<file path="src/rtl/bht_update_scheduler.sv">
// -----------------------------------------------------------------------------
// bht_update_scheduler
//
// Buffers resolved branches from execute and turns each one into a
// read-modify-write of the branch table's 2-bit saturating counter. The table
// has one shared read port and one write port. Fetch lookups have priority on
// the read port. A starvation counter hands the port to the updater once it has
// been blocked for STARVE_LIMIT cycles. A flush request sweeps the whole table
// invalid, one entry per cycle.
//
// Ports
//   clk, reset                    clock, asynchronous active-high reset
//   ex_valid/ex_pc/ex_target/
//   ex_taken, ex_ready            resolved-branch push interface
//   f_req, f_pc, f_grant, f_stall fetch read-port request and arbitration
//   rd_en, rd_idx                 table read strobe and index
//   rd_valid, rd_tag, rd_ctr      table read data, one cycle after rd_en
//   wr_en, wr_idx, wr_tag,
//   wr_target, wr_valid, wr_ctr   table write port
//   flush_req                     pulse that requests a full-table invalidate
//   flush_busy                    invalidate sweep in progress
//   busy                          FSM active or updates still queued
// -----------------------------------------------------------------------------
module bht_update_scheduler #(
   parameter int DEPTH        = 4,    // power of 2, at least 2
   parameter int IDX_W        = 7,
   parameter int ENTRIES      = 128,  // 2**IDX_W
   parameter int STARVE_LIMIT = 8
) (
   input  logic             clk,
   input  logic             reset,
   input  logic             ex_valid,
   input  logic [31:0]      ex_pc,
   input  logic [31:0]      ex_target,
   input  logic             ex_taken,
   output logic             ex_ready,
   input  logic             f_req,
   input  logic [31:0]      f_pc,
   output logic             f_grant,
   output logic             f_stall,
   output logic             rd_en,
   output logic [IDX_W-1:0] rd_idx,
   input  logic             rd_valid,
   input  logic [31:0]      rd_tag,
   input  logic [1:0]       rd_ctr,
   output logic             wr_en,
   output logic [IDX_W-1:0] wr_idx,
   output logic [31:0]      wr_tag,
   output logic [31:0]      wr_target,
   output logic             wr_valid,
   output logic [1:0]       wr_ctr,
   input  logic             flush_req,
   output logic             flush_busy,
   output logic             busy
);

   localparam int PTR_W = $clog2(DEPTH);
   localparam int CNT_W = $clog2(DEPTH + 1);
   localparam int SC_W  = $clog2(STARVE_LIMIT + 1);

   localparam logic [CNT_W-1:0] FULL_CNT  = CNT_W'(DEPTH);
   localparam logic [SC_W-1:0]  STARVE_AT = SC_W'(STARVE_LIMIT);
   localparam logic [IDX_W-1:0] LAST_IDX  = IDX_W'(ENTRIES - 1);

   localparam logic [2:0] S_IDLE    = 3'd0;
   localparam logic [2:0] S_RD_REQ  = 3'd1;
   localparam logic [2:0] S_WAIT_RD = 3'd2;
   localparam logic [2:0] S_WRITE   = 3'd3;
   localparam logic [2:0] S_FLUSH   = 3'd4;

   logic [2:0]       state, state_nxt;
   logic [31:0]      fifo_pc     [DEPTH];
   logic [31:0]      fifo_target [DEPTH];
   logic             fifo_taken  [DEPTH];
   logic [PTR_W-1:0] head, tail;
   logic [CNT_W-1:0] count, count_step;
   logic [SC_W-1:0]  starve_cnt;
   logic             flush_pend;
   logic [IDX_W-1:0] sweep;
   logic [1:0]       ctr_q, ctr_calc;
   logic [31:0]      head_pc;
   logic             push, pop, upd_win, flush_entry, hit;
   logic             unused_f_pc_hi;

   assign unused_f_pc_hi = ^f_pc[31:IDX_W];

   assign head_pc    = fifo_pc[head];
   assign ex_ready   = (count < FULL_CNT) && (state != S_FLUSH);
   assign push       = ex_valid && ex_ready;
   assign pop        = (state == S_WRITE);
   assign count_step = count + CNT_W'(push) - CNT_W'(pop);

   // A pending flush keeps the updater off the read port: the head entry is
   // about to be discarded, so reading for it would be wasted.
   assign upd_win = (state == S_RD_REQ) && !flush_pend &&
                    (!f_req || starve_cnt == STARVE_AT);

   assign flush_entry = (state != S_FLUSH) && (state_nxt == S_FLUSH);

   // Next-state logic.
   always_comb begin
      // NOTE: every combinational output gets a default before the case so no
      // path leaves it unassigned, which would infer a latch.
      state_nxt = state;
      unique case (state)
         S_IDLE:    if (flush_pend) state_nxt = S_FLUSH;
                    else if (count != '0) state_nxt = S_RD_REQ;
         S_RD_REQ:  if (flush_pend) state_nxt = S_FLUSH;
                    else if (upd_win) state_nxt = S_WAIT_RD;
         S_WAIT_RD: state_nxt = S_WRITE;
         S_WRITE:   if (flush_pend) state_nxt = S_FLUSH;
                    else if (count_step != '0) state_nxt = S_RD_REQ;
                    else state_nxt = S_IDLE;
         S_FLUSH:   if (sweep == LAST_IDX) state_nxt = S_IDLE;
         default:   state_nxt = S_IDLE;
      endcase
   end

   // Saturating counter update from the registered table read.
   always_comb begin
      hit = rd_valid && (rd_tag == head_pc);
      if (hit) begin
         if (fifo_taken[head]) ctr_calc = (rd_ctr == 2'b11) ? 2'b11 : rd_ctr + 2'd1;
         else                  ctr_calc = (rd_ctr == 2'b00) ? 2'b00 : rd_ctr - 2'd1;
      end else begin
         ctr_calc = fifo_taken[head] ? 2'b10 : 2'b01;
      end
   end

   // Control state.
   always_ff @(posedge clk or posedge reset) begin
      if (reset) begin
         state      <= S_IDLE;
         head       <= '0;
         tail       <= '0;
         count      <= '0;
         starve_cnt <= '0;
         flush_pend <= 1'b0;
         sweep      <= '0;
         ctr_q      <= 2'b00;
      end else begin
         // NOTE: non-blocking assignments so every register samples the
         // pre-edge values of the others, independent of statement order.
         state <= state_nxt;
         // A request arriving on the entry cycle survives and queues a
         // second sweep.
         flush_pend <= flush_req || (flush_pend && !flush_entry);
         if (flush_entry) begin
            head       <= '0;
            tail       <= '0;
            count      <= '0;
            sweep      <= '0;
            starve_cnt <= '0;
         end else begin
            if (push) tail <= tail + PTR_W'(1);
            if (pop)  head <= head + PTR_W'(1);
            count <= count_step;
            if (state == S_FLUSH) sweep <= sweep + IDX_W'(1);
            if (upd_win)
               starve_cnt <= '0;
            else if (state == S_RD_REQ && f_req && starve_cnt != STARVE_AT)
               starve_cnt <= starve_cnt + SC_W'(1);
         end
         if (state == S_WAIT_RD) ctr_q <= ctr_calc;
      end
   end

   // NOTE: FIFO storage has no reset; the pointers and count alone decide
   // which slots are live, so resetting the payload would add no information.
   always_ff @(posedge clk) begin
      if (push) begin
         fifo_pc[tail]     <= ex_pc;
         fifo_target[tail] <= ex_target;
         fifo_taken[tail]  <= ex_taken;
      end
   end

   // Read-port arbitration and table write port.
   always_comb begin
      f_grant    = f_req && !upd_win && (state != S_FLUSH);
      f_stall    = f_req && !f_grant;
      rd_en      = upd_win || f_grant;
      rd_idx     = upd_win ? head_pc[IDX_W-1:0] : (f_grant ? f_pc[IDX_W-1:0] : '0);
      wr_en      = 1'b0;
      wr_idx     = '0;
      wr_tag     = '0;
      wr_target  = '0;
      wr_valid   = 1'b0;
      wr_ctr     = 2'b00;
      if (state == S_WRITE) begin
         wr_en     = 1'b1;
         wr_idx    = head_pc[IDX_W-1:0];
         wr_tag    = head_pc;
         wr_target = fifo_target[head];
         wr_valid  = 1'b1;
         wr_ctr    = ctr_q;
      end else if (state == S_FLUSH) begin
         wr_en  = 1'b1;
         wr_idx = sweep;
      end
      flush_busy = (state == S_FLUSH);
      busy       = (state != S_IDLE) || (count != '0);
   end

endmodule

</file>
<file path="config.mk">
export PLATFORM = sky130hd
export DESIGN_NAME = bht_update_scheduler
export DESIGN_NICKNAME = d
export VERILOG_FILES = /design/src/rtl/bht_update_scheduler.sv
export SDC_FILE = /design/constraint.sdc
export NUM_CORES = 1
export LEC_CHECK = 0
export CAP_MARGIN = 20
export CORE_ASPECT_RATIO = 1.5
export CORE_MARGIN = 4
export CORE_UTILIZATION = 56
export DETAILED_ROUTE_END_ITERATION = 10
export PLACE_DENSITY = 0.82
export SKIP_CTS_REPAIR_TIMING = 1
export SLEW_MARGIN = 30
export SYNTH_ARGS = -nofsm -noshare
export SYNTH_HDL_FRONTEND = slang
export SYNTH_SLANG_ARGS = --single-unit
</file>
<file path="constraint.sdc">
create_clock -name clk -period 6.45 [get_ports clk]
set_clock_uncertainty 0.1 [all_clocks]
set_input_delay 1.29 -clock clk [delete_from_list [all_inputs] [get_ports clk]]
set_output_delay 1.29 -clock clk [all_outputs]
set_load 0.02 [all_outputs]
</file>
==> results.txt, run 1 <==
----------------------------------------------------
[Logic synthesis]
  Top cell type's share of synthesized area ... 64.87%
  Post-synthesis async set-or-reset flop share ... between 8 and 9%
  Number of unique standard cell types used by synthesis ... 54
  YS warnings ... 0
  Top cells by area in the synthesized netlist ... sky130_fd_sc_hd__edfxtp_1 (65%), sky130_fd_sc_hd__mux4_2 (7.9%), sky130_fd_sc_hd__dfrtp_1 (5.0%)
  Number of flops mapped to enable cells by yosys ... 260
  Share of synthesized area occupied by flip-flops and latches ... between 60% and 70%
  Avg Cell Area, Syn ... 16.90 um^2
  Most used flip-flop cell after synthesis ... sky130_fd_sc_hd__edfxtp_1
  Gate count after technology mapping ... ~700
  Flops & latches, synth ... roughly 280
  Post-synthesis cell type with the largest combined area ... sky130_fd_sc_hd__edfxtp_1
  Total nets after synthesis ... between 800 and 900
  Syn Std Cell Area ... roughly 12000 um^2

[Power and ir drop]
  Maximum vdd ir drop ... 251.1 uV
  Leak Pwr ... between 5 and 6 nW
  Power density cells ... 262.0 nW/um^2
  Tot Pwr ... roughly 0.004 W

[Clocking]
  Clock transition at the register clock pins on the worst setup and hold paths after CTS ... approximately 60 ps
  Clock tree from TritonCTS ... done
  Depth of the CTS H-tree ... 1
  Maximum root-to-sink buffer count ... 3
  Worst-skew pair later-pin latency ... 520 ps
  Number of sinks driven by the clock tree ... between 200 and 300
  Clock Root Buffer ... sky130_fd_sc_hd__clkbuf_16
  Cts bufs inserted ... 26

[GRT]
  Number of global-route vias before repair ... ~7500
  Antenna violations before repair ... 3
  Largest net degree at the start of global routing ... 65
  GRT Total Usage ... 22.52%
  First-pass GRT wire length ... between 40 and 50 mm
  Gr ovfl total ... 0

[Critical path]
  Crit path buf inv count ... 2
  Highest-delay cell along the critical path ... sky130_fd_sc_hd__a21oi_1
  Critical Path Start Type ... input pin
  CP Cell Sequence ... clkdlybuf4s50_1 > o21ai_0 > nor3b_1 > a21oi_1 > a32o_1 > clkdlybuf4s50_1
  Most common cell type on the critical path ... sky130_fd_sc_hd__clkdlybuf4s50_1
  Largest fanout on the critical path ... 9
  Sort of element at the end of the critical path ... output port
  Number of gates on the worst path with buffers counted ... 6
  Cell depth of the worst flop-to-flop path ... 15
  Arr. time, crit path ... about 3500 ps
  Kind of cell with the highest combined delay on the critical path ... buffers and inverters
  Required time of the critical path ... a little over 5000 ps
  CP Class ... input pin to output port
  Slowest cell delay on critical path ... 630 ps

[Die]
  Die footprint ... between 20000 and 25000 um^2
  Core outline area ... approximately 21000 um^2
  Num ports ... 225
  Starting utilization of the core area ... 57.14%
  Width of the die ... approximately 130 um
  Floorplan row count ... 65
  Height of the die ... approximately 190 um

[Detailed routing]
  DRC violation count after routing ... 0
  Post-DR wirelength/cell ... 22.52 um
  Wirelength, routed ... about 27 mm
  Via density per instance ... between 5 and 6
  DRC violation total after the first TritonRoute iteration ... 479
  Antenna-violating nets left ... 0
  1st-pass router iterations ... 5
  Total number of vias ... about 7000

[STA]
  Min cycle time layout ... 4930 ps
  Max Clk Rate ... approximately 200 MHz
  Final TNS setup ... 0 ps
  Max-slew violation count ... 0
  Worst-case headroom to the max-slew limit ... a little over a third
  Unrepaired setup endpoints after global routing ... false
  Final period util ... between 70% and 80%
  Slew at the pin with the worst max-slew slack ... 973.5 ps
  Hold Vio Cnt, Final ... 0
  Final setup violation count ... 0

[Placement]
  Number of I/O port buffers ... 199
  Post-detail-place hpwl ... ~18 mm
  Placer congestion estimate ... 0.9111

[Flow run]
  Max-capacitance violation count ... 0

[Hold path]
  Worst Hold Class ... register to register
  Cell depth of the worst min-delay path ... 2

[Run status]
  Result of the run ... finished clean

[Cells and area]
  Share of cells above drive strength 1 ... roughly an eighth
  Final-layout fill cell count ... between 1000 and 1500
  Final net count ... between 1000 and 1500
  Layout Area Growth over Synthesis ... 26.53%

----------------------------------------------------
[metal layers]
layer	GRT usage (%)	share of wire, %
met2	40.65	53
met5	0	0.092
met4	6.577	2.6
met3	3.933	6.9
met1	27.67	37
[flip-flops by register name, indices dropped and copies added, names as in the netlist]
| register | cells |
|---|---|
| count | 3 |
| ctr_q | 2 |
| fifo_pc | 128 |
| fifo_taken | 4 |
| fifo_target | 128 |
| flush_pend | 1 |
| head | 2 |
| starve_cnt | 4 |
| state | 3 |
| sweep | 7 |
| tail | 2 |
[worst register-to-register path, stage by stage (launching register included)]
cell                       delay (ps)
sky130_fd_sc_hd__dfrtp_2          990
sky130_fd_sc_hd__nor2_1            90
sky130_fd_sc_hd__nand2_1          180
sky130_fd_sc_hd__clkinv_1         370
sky130_fd_sc_hd__nor2_1           520
sky130_fd_sc_hd__and2_1           280
sky130_fd_sc_hd__inv_1             60
sky130_fd_sc_hd__ha_1             260
sky130_fd_sc_hd__inv_1             40
sky130_fd_sc_hd__ha_1             180
sky130_fd_sc_hd__fa_1             370
sky130_fd_sc_hd__xnor2_1          150
sky130_fd_sc_hd__nor3_1           140
sky130_fd_sc_hd__nor2_1            80
sky130_fd_sc_hd__nor3_1           140
sky130_fd_sc_hd__o21ai_0           90
[where the power goes]
group | total [W] | internal (W) | switching (W)
clock network | 0.00148 | 0.000844 | 0.000635
logic | 0.000392 | 0.000203 | 0.000190
registers | 0.00212 | 0.00207 | 0.0000496
total | 0.00399 | 0.00312 | 0.000874
[layout make-up]
class	instances	area (um^2)	area share (%)
Clock inverter	18	142.6	0.9367
Tap cell	268	335.3	2.202
Inverter	19	71.32	0.4683
Timing Repair Buffer	211	2197	14.43
Sequential cell	284	8417	55.27
Clock buffer	30	686.9	4.511
Multi-Input combinational cell	374	3376	22.17
Antenna cell	1	2.502	0.01643
[metrics by stage]
step / util, % / area [um^2] / instances / hold slack (ps) / worst slack [ps]
3_5_place_dp: 68.22 / 14370 / 1155 / 397.1 / 1497
4_1_cts: 72.15 / 15200 / 1203 / 426.3 / 1430
3_3_place_gp: 67.51 / 14220 / 1148 / 377.8 / 1516
5_1_grt: 72.30 / 15230 / 1205 / 476.2 / 1235
2_1_floorplan: - / 12040 / 712 / 347.4 / 2529
6_report: 72.30 / 15230 / 1205 / 428.2 / 1520
[cells in the mapped netlist, drive strengths merged, types with 10 or more instances]
master	n
and3	60
a21oi	10
edfxtp	260
mux2i	33
nand2	42
inv	18
buf	16
o21ai	20
mux4	49
clkbuf	19
nor2	35
xnor2	17
dfrtp	24
xor2	14
[cells in the final DEF, fill, tap and decap left out, types with 8 or more instances in the layout]
cell	count
sky130_fd_sc_hd__mux2i_1	33
sky130_fd_sc_hd__nor3_1	8
sky130_fd_sc_hd__nand2_1	42
sky130_fd_sc_hd__dfrtp_1	21
sky130_fd_sc_hd__a21oi_1	10
sky130_fd_sc_hd__a21o_1	8
sky130_fd_sc_hd__edfxtp_1	260
sky130_fd_sc_hd__inv_1	17
sky130_fd_sc_hd__clkdlybuf4s50_1	199
sky130_fd_sc_hd__ha_1	9
sky130_fd_sc_hd__and3_1	55
sky130_fd_sc_hd__mux4_2	42
sky130_fd_sc_hd__xor2_1	14
sky130_fd_sc_hd__xnor2_1	17
sky130_fd_sc_hd__nor2_1	35
sky130_fd_sc_hd__o21ai_0	18
sky130_fd_sc_hd__clkbuf_16	27
[kinds of logic (layout without fill, tap and decap cells)]
logic type      count (synthesis)  count (layout)  synth area share [%]
buf+inv                        54             278                 2.318
other cells                     0               1                     0
fa+ha+maj                      10              10                 1.102
xor+xnor                       31              31                 2.256
flops                         284             284                 69.86
simple gates                  173             173                 7.662
compound gates                 71              71                 4.013
mux                            89              89                 12.79
[path summary, 6_finish.rpt]
path | from | to | slack, ps
setup / recovery | f_req | rd_idx[6] | 1520
hold / removal | ctr_q[0] | ctr_q[0] | 430
setup reg to reg | state[1] | state[0] | 2270
hold reg to reg | ctr_q[0] | ctr_q[0] | 430
max in group asynchronous | reset | head[0] | 4810
min in group asynchronous | reset | state[0] | 1040
Note: power is estimated with default switching activity, not from simulation.
==> inputs of run 2 (changes only) <==
--- a/config.mk
+++ b/config.mk
@@ -8,9 +8,9 @@
 export CAP_MARGIN = 20
 export CORE_ASPECT_RATIO = 1.5
 export CORE_MARGIN = 4
-export CORE_UTILIZATION = 56
+export CORE_UTILIZATION = 52
 export DETAILED_ROUTE_END_ITERATION = 10
-export PLACE_DENSITY = 0.82
+export PLACE_DENSITY = 0.77
 export SKIP_CTS_REPAIR_TIMING = 1
 export SLEW_MARGIN = 30
 export SYNTH_ARGS = -nofsm -noshare
==> constraint.sdc (replaced) <==
create_clock -name clk -period 5.2 [get_ports clk]
set_clock_uncertainty 0.1 [all_clocks]
set_input_delay 1.04 -clock clk [delete_from_list [all_inputs] [get_ports clk]]
set_output_delay 1.04 -clock clk [all_outputs]
set_load 0.02 [all_outputs]
==> run 2 against run 1 <==
- setup slack worse by 740 ps
- global-route usage down 1.3 points
- cell count up 0.75%
- hold slack worse by 53 ps
- non-clock buffer count up 2
- flip-flop and latch count unchanged
- critical path type unchanged
- largest power group unchanged
==> results.txt, run 2 (same netlist as run 1, synthesis figures left out) <==
----------------------------------------------------
[GRT]
  Antenna violations before repair ... 5 (was 3)
  GRT Total Usage ... 21.24% (was 22.52%)
  Largest net degree at the start of global routing ... 55 (was 65)
  First-pass GRT wire length ... 42.64 mm (was 41.77 mm)
  Number of global-route vias before repair ... 7462 (was 7458)
  Gr ovfl total ... 0 (unchanged)

[Cells and area]
  Post-layout util ... 67.69% (was 72.30%)
  Share of cells above drive strength 1 ... 12.70% (was 12.29%)
  Commonest cells after routing, fill and taps aside ... sky130_fd_sc_hd__edfxtp_1 (260), sky130_fd_sc_hd__clkdlybuf4s50_1 (199), sky130_fd_sc_hd__and3_1 (55), sky130_fd_sc_hd__nand2_1 (42), sky130_fd_sc_hd__mux4_2 (42) (unchanged)
  Final net count ... 1065 (was 1063)
  Largest regs ... fifo_pc x128, fifo_target x128, sweep x7 (unchanged)
  Cell area after layout ... 15260 um^2 (was 15230 um^2)
  Layout Area Growth over Synthesis ... 26.82% (was 26.53%)
  Commonest non-fill, non-tap cell in the layout ... sky130_fd_sc_hd__edfxtp_1 (unchanged)

[STA]
  Max Clk Rate ... 226.3 MHz
  Final setup violation count ... 0 (unchanged)
  Final TNS setup ... 0 ps (unchanged)
  Final period util ... roughly 85%
  Hold Vio Cnt, Final ... 0 (unchanged)
  Slew at the pin with the worst max-slew slack ... 839.0 ps (was 973.5 ps)
  Min cycle time layout ... 4419 ps
  Max-slew violation count ... 0 (unchanged)
  Worst-case headroom to the max-slew limit ... 43.95% (was 35.10%)
  Unrepaired setup endpoints after global routing ... false (unchanged)

[Critical path]
  Slowest cell delay on critical path ... 630 ps (about the same)
  Largest fanout on the critical path ... 9 (unchanged)
  CP Class ... input pin to output port (unchanged)
  Critical Path Start Type ... input pin (unchanged)
  Cell depth of the worst flop-to-flop path ... 8 (was 15)
  Number of gates on the worst path with buffers counted ... 7 (was 6)
  Arr. time, crit path ... 3280 ps (was 3540 ps)
  Required time of the critical path ... 4060 ps (was 5060 ps)
  Sort of element at the end of the critical path ... output port (unchanged)
  Kind of cell with the highest combined delay on the critical path ... buffers and inverters (unchanged)
  Highest-delay cell along the critical path ... sky130_fd_sc_hd__clkdlybuf4s50_1 (was sky130_fd_sc_hd__a21oi_1)
  Crit path buf inv count ... 2 (unchanged)
  CP Cell Sequence ... clkdlybuf4s50_1 > o21ai_0 > nor3b_1 > a21oi_1 > nand2_1 > o21ai_0 > clkdlybuf4s50_1 (was clkdlybuf4s50_1 > o21ai_0 > nor3b_1 > a21oi_1 > a32o_1 > clkdlybuf4s50_1)

[Power and ir drop]
  Leak Pwr ... 5.248 nW (was 5.228 nW)
  Power density cells ... 332.5 nW/um^2 (was 262.0 nW/um^2)
  Maximum vdd ir drop ... 305.1 uV (was 251.1 uV)

[Clocking]
  Cts bufs inserted ... 26 (unchanged)
  Clock Root Buffer ... sky130_fd_sc_hd__clkbuf_16 (unchanged)
  Worst-skew pair later-pin latency ... 530 ps (was 520 ps)
  Clock transition at the register clock pins on the worst setup and hold paths after CTS ... 70 ps (was 60 ps)
  Number of sinks driven by the clock tree ... 284 (unchanged)
  Clock tree from TritonCTS ... done (unchanged)
  Depth of the CTS H-tree ... 1 (unchanged)
  Maximum root-to-sink buffer count ... 3 (unchanged)

[Hold path]
  Worst Hold Class ... register to register (unchanged)
  Cell depth of the worst min-delay path ... 2 (unchanged)

[Flow run]
  Max-capacitance violation count ... 0 (unchanged)

[Detailed routing]
  1st-pass router iterations ... 4 (was 5)
  Via density per instance ... 5.774 (was 5.875)
  Wirelength, routed ... 27.50 mm (was 27.14 mm)
  DRC violation count after routing ... 0 (unchanged)
  DRC violation total after the first TritonRoute iteration ... 338 (was 479)
  Post-DR wirelength/cell ... 22.65 um (was 22.52 um)
  Antenna-violating nets left ... 0 (unchanged)
  Total number of vias ... 7010 (was 7079)

[Placement]
  Post-detail-place hpwl ... 18.99 mm (was 18.20 mm)
  Placer congestion estimate ... 0.9200 (was 0.9111)
  Cell area reported after detailed placement ... 14370 um^2 (unchanged)
  Number of I/O port buffers ... 199 (unchanged)

[Die]
  Floorplan row count ... 67 (was 65)
  Num ports ... 225 (unchanged)
  Height of the die ... 194.3 um (was 187.5 um)
  Width of the die ... 132.2 um (was 127.7 um)
  Core outline area ... 22550 um^2 (was 21060 um^2)
  Die footprint ... 25690 um^2 (was 23950 um^2)
  Starting utilization of the core area ... 53.37% (was 57.14%)

[Run status]
  Result of the run ... finished clean (unchanged)

----------------------------------------------------
-- run 2: changes by cell type in the layout (fill, tap and decap cells not counted), sizes merged --
cell | before | now
buf | 12 | 14
bufinv | 2 | 4
clkinv | 16 | 11
inv | 18 | 20
-- run 2: path summary, 6_finish.rpt --
check	slack [ps]	from	to
min	380	ctr_q[0]	ctr_q[0]
min in group asynchronous	810	reset	count[1]
max	780	f_req	rd_idx[5]
max reg2reg	1500	head[0]	ctr_q[1]
max in group asynchronous	3750	reset	head[1]
min reg2reg	380	ctr_q[0]	ctr_q[0]
-- run 2: final cells by class --
class,instances,area [um^2]
sequential,284,8417
clock inverter,17,200.2
timing repair buffer,213,2160
clock buffer,30,686.9
tap,276,345.3
antenna,1,2.502
multi-input combinational,374,3381
fill,1560,7287
inverter,19,71.32
-- run 2: per-stage QoR --
stage | total power [W] | std cells | worst slack [ps] | hold WS, ps
global route | 0.005256 | 1214 | 611.5 | 423.0
CTS | 0.005115 | 1213 | 765.9 | 383.7
detailed placement | 0.003159 | 1166 | 770.6 | 368.7
finish | 0.005074 | 1214 | 781.3 | 375.4
floorplan | 0.002909 | 712 | 1749 | 347.4
global placement | 0.003140 | 1161 | 784.3 | 361.9
-- run 2: report_power, final --
| group | internal (W) | total [W] | switching (W) |
|---|---|---|---|
| Clock | 0.00115 | 0.00196 | 0.000808 |
| Sequential | 0.00257 | 0.00263 | 0.0000610 |
| Combinational | 0.000251 | 0.000488 | 0.000237 |
-- run 2: metal layers --
metal  up-vias  wire length, um  GRT usage, %
met2       249            14280         37.97
met1      3477            10520         25.61
met4         8              871         7.088
li1       3211                -             -
met5         -               57             0
met3        65             1775         4.630
-- run 2: worst min-delay path, delay by kind of cell, from the launching register on --
kind	cells	cell delay, ps
DFF	1	330
AOI/OAI and AO/OA	1	60
and+or+nand+nor	1	50
==> inputs of run 3 (changes only) <==
==> constraint.sdc (replaced) <==
create_clock -name clk -period 4.45 [get_ports clk]
set_clock_uncertainty 0.1 [all_clocks]
set_input_delay 0.89 -clock clk [delete_from_list [all_inputs] [get_ports clk]]
set_output_delay 0.89 -clock clk [all_outputs]
set_load 0.02 [all_outputs]
==> run 3 against run 2 <==
- register-to-register slack got worse by 740 ps
- highest routed layer unchanged
- critical endpoint is now wr_target[19]
- routed wire length down 1.5%
- flip-flop and latch count stayed put
- clock power grew 17%
- setup slack got worse by 420 ps
- critical path depth down 3
- sequential share of layout area down 0.21 points
==> results.txt, run 3 (same netlist as run 1, synthesis figures left out) <==
----------------------------------------------------
[Run status]
  Result of the run ... finished clean (unchanged)

[Power and ir drop]
  Combinational fraction of design power ... 9.6% (about the same)
  Switching Power ... 0.001290 W (was 0.001106 W)
  Part of the total power dissipated in sequential elements ... 51.7% (was 51.8%)
  Relative contribution of the clock network to total power ... 38.7% (was 38.6%)
  Internal Dissipation ... 0.004652 W (was 0.003968 W)
  Maximum vdd ir drop ... 386.8 uV (was 305.1 uV)
  Net switching fraction of the power ... 21.70% (was 21.80%)
  Tot Pwr ... 0.005942 W (was 0.005074 W)
  Leak Pwr ... 5.276 nW (was 5.248 nW)
  Power density cells ... 387.8 nW/um^2 (was 332.5 nW/um^2)

[Critical path]
  Crit path buf inv count ... 2 (unchanged)
  Critical Path Start Type ... register (was input pin)
  Largest fanout on the critical path ... 29 (was 9)
  Kind of cell with the highest combined delay on the critical path ... buffers and inverters (unchanged)
  Required time of the critical path ... 3460 ps (was 4060 ps)
  CP Cell Sequence ... buf_4 > mux4_2 > and3_1 > clkdlybuf4s50_1 (was clkdlybuf4s50_1 > o21ai_0 > nor3b_1 > a21oi_1 > nand2_1 > o21ai_0 > clkdlybuf4s50_1)
  Sort of element at the end of the critical path ... output port (unchanged)
  Arr. time, crit path ... 3100 ps (was 3280 ps)
  Highest-delay cell along the critical path ... sky130_fd_sc_hd__dfrtp_4 (was sky130_fd_sc_hd__clkdlybuf4s50_1)
  CP Class ... register to output port (was input pin to output port)
  Slowest cell delay on critical path ... 740 ps (was 630 ps)

[Placement]
  Number of I/O port buffers ... 199 (unchanged)
  Cell area reported after detailed placement ... 14410 um^2 (was 14370 um^2)
  Total instance count after detailed placement ... 1170 (was 1166)
  Post-detail-place hpwl ... 18.54 mm (was 18.99 mm)
  Placer congestion estimate ... 0.8827 (was 0.9200)

[Clocking]
  Number of sinks driven by the clock tree ... 284 (unchanged)
  Cts bufs inserted ... 27 (was 26)
  Clock transition at the register clock pins on the worst setup and hold paths after CTS ... 60 ps (was 70 ps)
  Worst-skew pair later-pin latency ... 540 ps (was 530 ps)
  Clock Root Buffer ... sky130_fd_sc_hd__clkbuf_16 (unchanged)
  Depth of the CTS H-tree ... 1 (unchanged)
  Clock tree from TritonCTS ... done (unchanged)
  Maximum root-to-sink buffer count ... 3 (unchanged)

[Detailed routing]
  1st-pass router iterations ... 4 (unchanged)
  Post-DR wirelength/cell ... 22.19 um (was 22.65 um)
  DRC violation count after routing ... 0 (unchanged)
  Wirelength, routed ... 27.10 mm (was 27.50 mm)
  Total number of vias ... 7054 (was 7010)
  Antenna-violating nets left ... 0 (unchanged)
  Via density per instance ... 5.777 (was 5.774)
  DRC violation total after the first TritonRoute iteration ... 387 (was 338)

[STA]
  Min cycle time layout ... a little over 4000 ps
  Slew at the pin with the worst max-slew slack ... 876.8 ps (was 839.0 ps)
  Final setup violation count ... 0 (unchanged)
  Worst-case headroom to the max-slew limit ... 41.42% (was 43.95%)
  Final TNS setup ... 0 ps (unchanged)
  Max-slew violation count ... 0 (unchanged)
  Hold Vio Cnt, Final ... 0 (unchanged)
  Unrepaired setup endpoints after global routing ... false (unchanged)
  Max Clk Rate ... 244.6 MHz
  Final period util ... ~92%

[Cells and area]
  Share of cells above drive strength 1 ... 13.24% (was 12.70%)
  Number of non-filler instances in the completed layout ... 1221 (was 1214)
  Commonest cells after routing, fill and taps aside ... sky130_fd_sc_hd__edfxtp_1 (260), sky130_fd_sc_hd__clkdlybuf4s50_1 (199), sky130_fd_sc_hd__and3_1 (55), sky130_fd_sc_hd__nand2_1 (42), sky130_fd_sc_hd__mux4_2 (42) (unchanged)
  Largest regs ... fifo_pc x128, fifo_target x128, sweep x7 (unchanged)
  Layout Area Growth over Synthesis ... 27.30% (was 26.82%)
  Commonest non-fill, non-tap cell in the layout ... sky130_fd_sc_hd__edfxtp_1 (unchanged)
  Final net count ... 1070 (was 1065)
  Cell area after layout ... 15320 um^2 (was 15260 um^2)

[GRT]
  Antenna violations before repair ... 6 (was 5)
  Global routing met2 resource utilization ... 37.59% (was 37.97%)
  GRT Total Usage ... 20.76% (was 21.24%)
  Gr ovfl total ... 0 (unchanged)
  GRT met3 Usage ... 5.122% (was 4.630%)
  Met1 layer usage reported by global route ... 24.43% (was 25.61%)
  First-pass GRT wire length ... 41.57 mm (was 42.64 mm)
  Largest net degree at the start of global routing ... 57 (was 55)
  Number of global-route vias before repair ... 7482 (was 7462)
  Most used routing layer ... met2 (unchanged)

[Die]
  Core outline area ... 22550 um^2 (unchanged)
  Width of the die ... 132.2 um (unchanged)
  Height of the die ... 194.3 um (unchanged)
  Floorplan row count ... 67 (unchanged)
  Die footprint ... 25690 um^2 (unchanged)
  Starting utilization of the core area ... 53.37% (unchanged)
  Num ports ... 225 (unchanged)

[Hold path]
  Worst Hold Class ... register to register (unchanged)

[Flow run]
  Max-capacitance violation count ... 0 (unchanged)

----------------------------------------------------
## run 3: changes by cell type in the layout (fill, tap and decap cells not counted), moves of 2 or more
cell / delta
sky130_fd_sc_hd__buf_4: +3
sky130_fd_sc_hd__clkinvlp_4: +2
sky130_fd_sc_hd__clkbuf_8: +4
sky130_fd_sc_hd__clkinv_1: -2
sky130_fd_sc_hd__clkinv_4: -2
sky130_fd_sc_hd__clkbuf_1: +2
## run 3: routing by layer
layer / vias to the layer above / routed length (um)
li1: 3230 / -
met1: 3489 / 10150
met2: 268 / 14190
met3: 57 / 1964
met4: 10 / 730
met5: - / 69
## run 3: final cells by class
| cell class | instances | area (um^2) |
|---|---|---|
| Timing Repair Buffer | 217 | 2202 |
| Clock buffer | 36 | 749.5 |
| Inverter | 19 | 71.32 |
| Multi-Input combinational cell | 374 | 3376 |
| Fill cell | 1530 | 7229 |
| Tap cell | 276 | 345.3 |
| Sequential cell | 284 | 8417 |
| Clock inverter | 14 | 157.7 |
| Antenna cell | 1 | 2.502 |
## run 3: through the flow
stage	setup slack [ps]	util [%]	hold WS [ps]
final	362.4	67.94	375.7
after global routing	128.4	67.94	428.2
after CTS	284.8	67.93	381.7
after detailed placement	330.0	63.91	367.7
after global placement	338.1	63.37	363.9
after floorplan	1115	-	347.4
## run 3: power by group through the flow
stage	sequential (W)	combinational, W	clock (W)
after floorplan	0.00310	0.000295	0
after global placement	0.00312	0.000548	0
after detailed placement	0.00312	0.000573	0
after CTS	0.00307	0.000577	0.00235
after global routing	0.00308	0.000618	0.00247
final	0.00307	0.000572	0.00230
## run 3: worst paths after layout
check | from | end | slack (ps) | depth (start not counted)
worst max-delay path | head[0] | wr_target[19] | 360 | 4
worst min-delay path | ctr_q[0] | ctr_q[0] | 380 | 2
worst max register to register | state[0] | state[0] | 760 | 15
worst min register to register | ctr_q[0] | ctr_q[0] | 380 | 2
max in group asynchronous | reset | head[1] | 3190 | 2
min in group asynchronous | reset | ctr_q[1] | 630 | 2
## run 3: worst register-to-register path: stages (launching register included)
cell and delay, ps:
sky130_fd_sc_hd__dfrtp_1 430, sky130_fd_sc_hd__nor2_1 80, sky130_fd_sc_hd__nand2_1 140, sky130_fd_sc_hd__clkinv_1 420, sky130_fd_sc_hd__nor2_1 560, sky130_fd_sc_hd__and2_1 280
sky130_fd_sc_hd__inv_1 70, sky130_fd_sc_hd__ha_1 280, sky130_fd_sc_hd__inv_1 40, sky130_fd_sc_hd__ha_1 180, sky130_fd_sc_hd__fa_1 380, sky130_fd_sc_hd__xnor2_1 160
sky130_fd_sc_hd__nor3_1 140, sky130_fd_sc_hd__nor2_1 60, sky130_fd_sc_hd__nor3_1 140, sky130_fd_sc_hd__o21ai_0 90
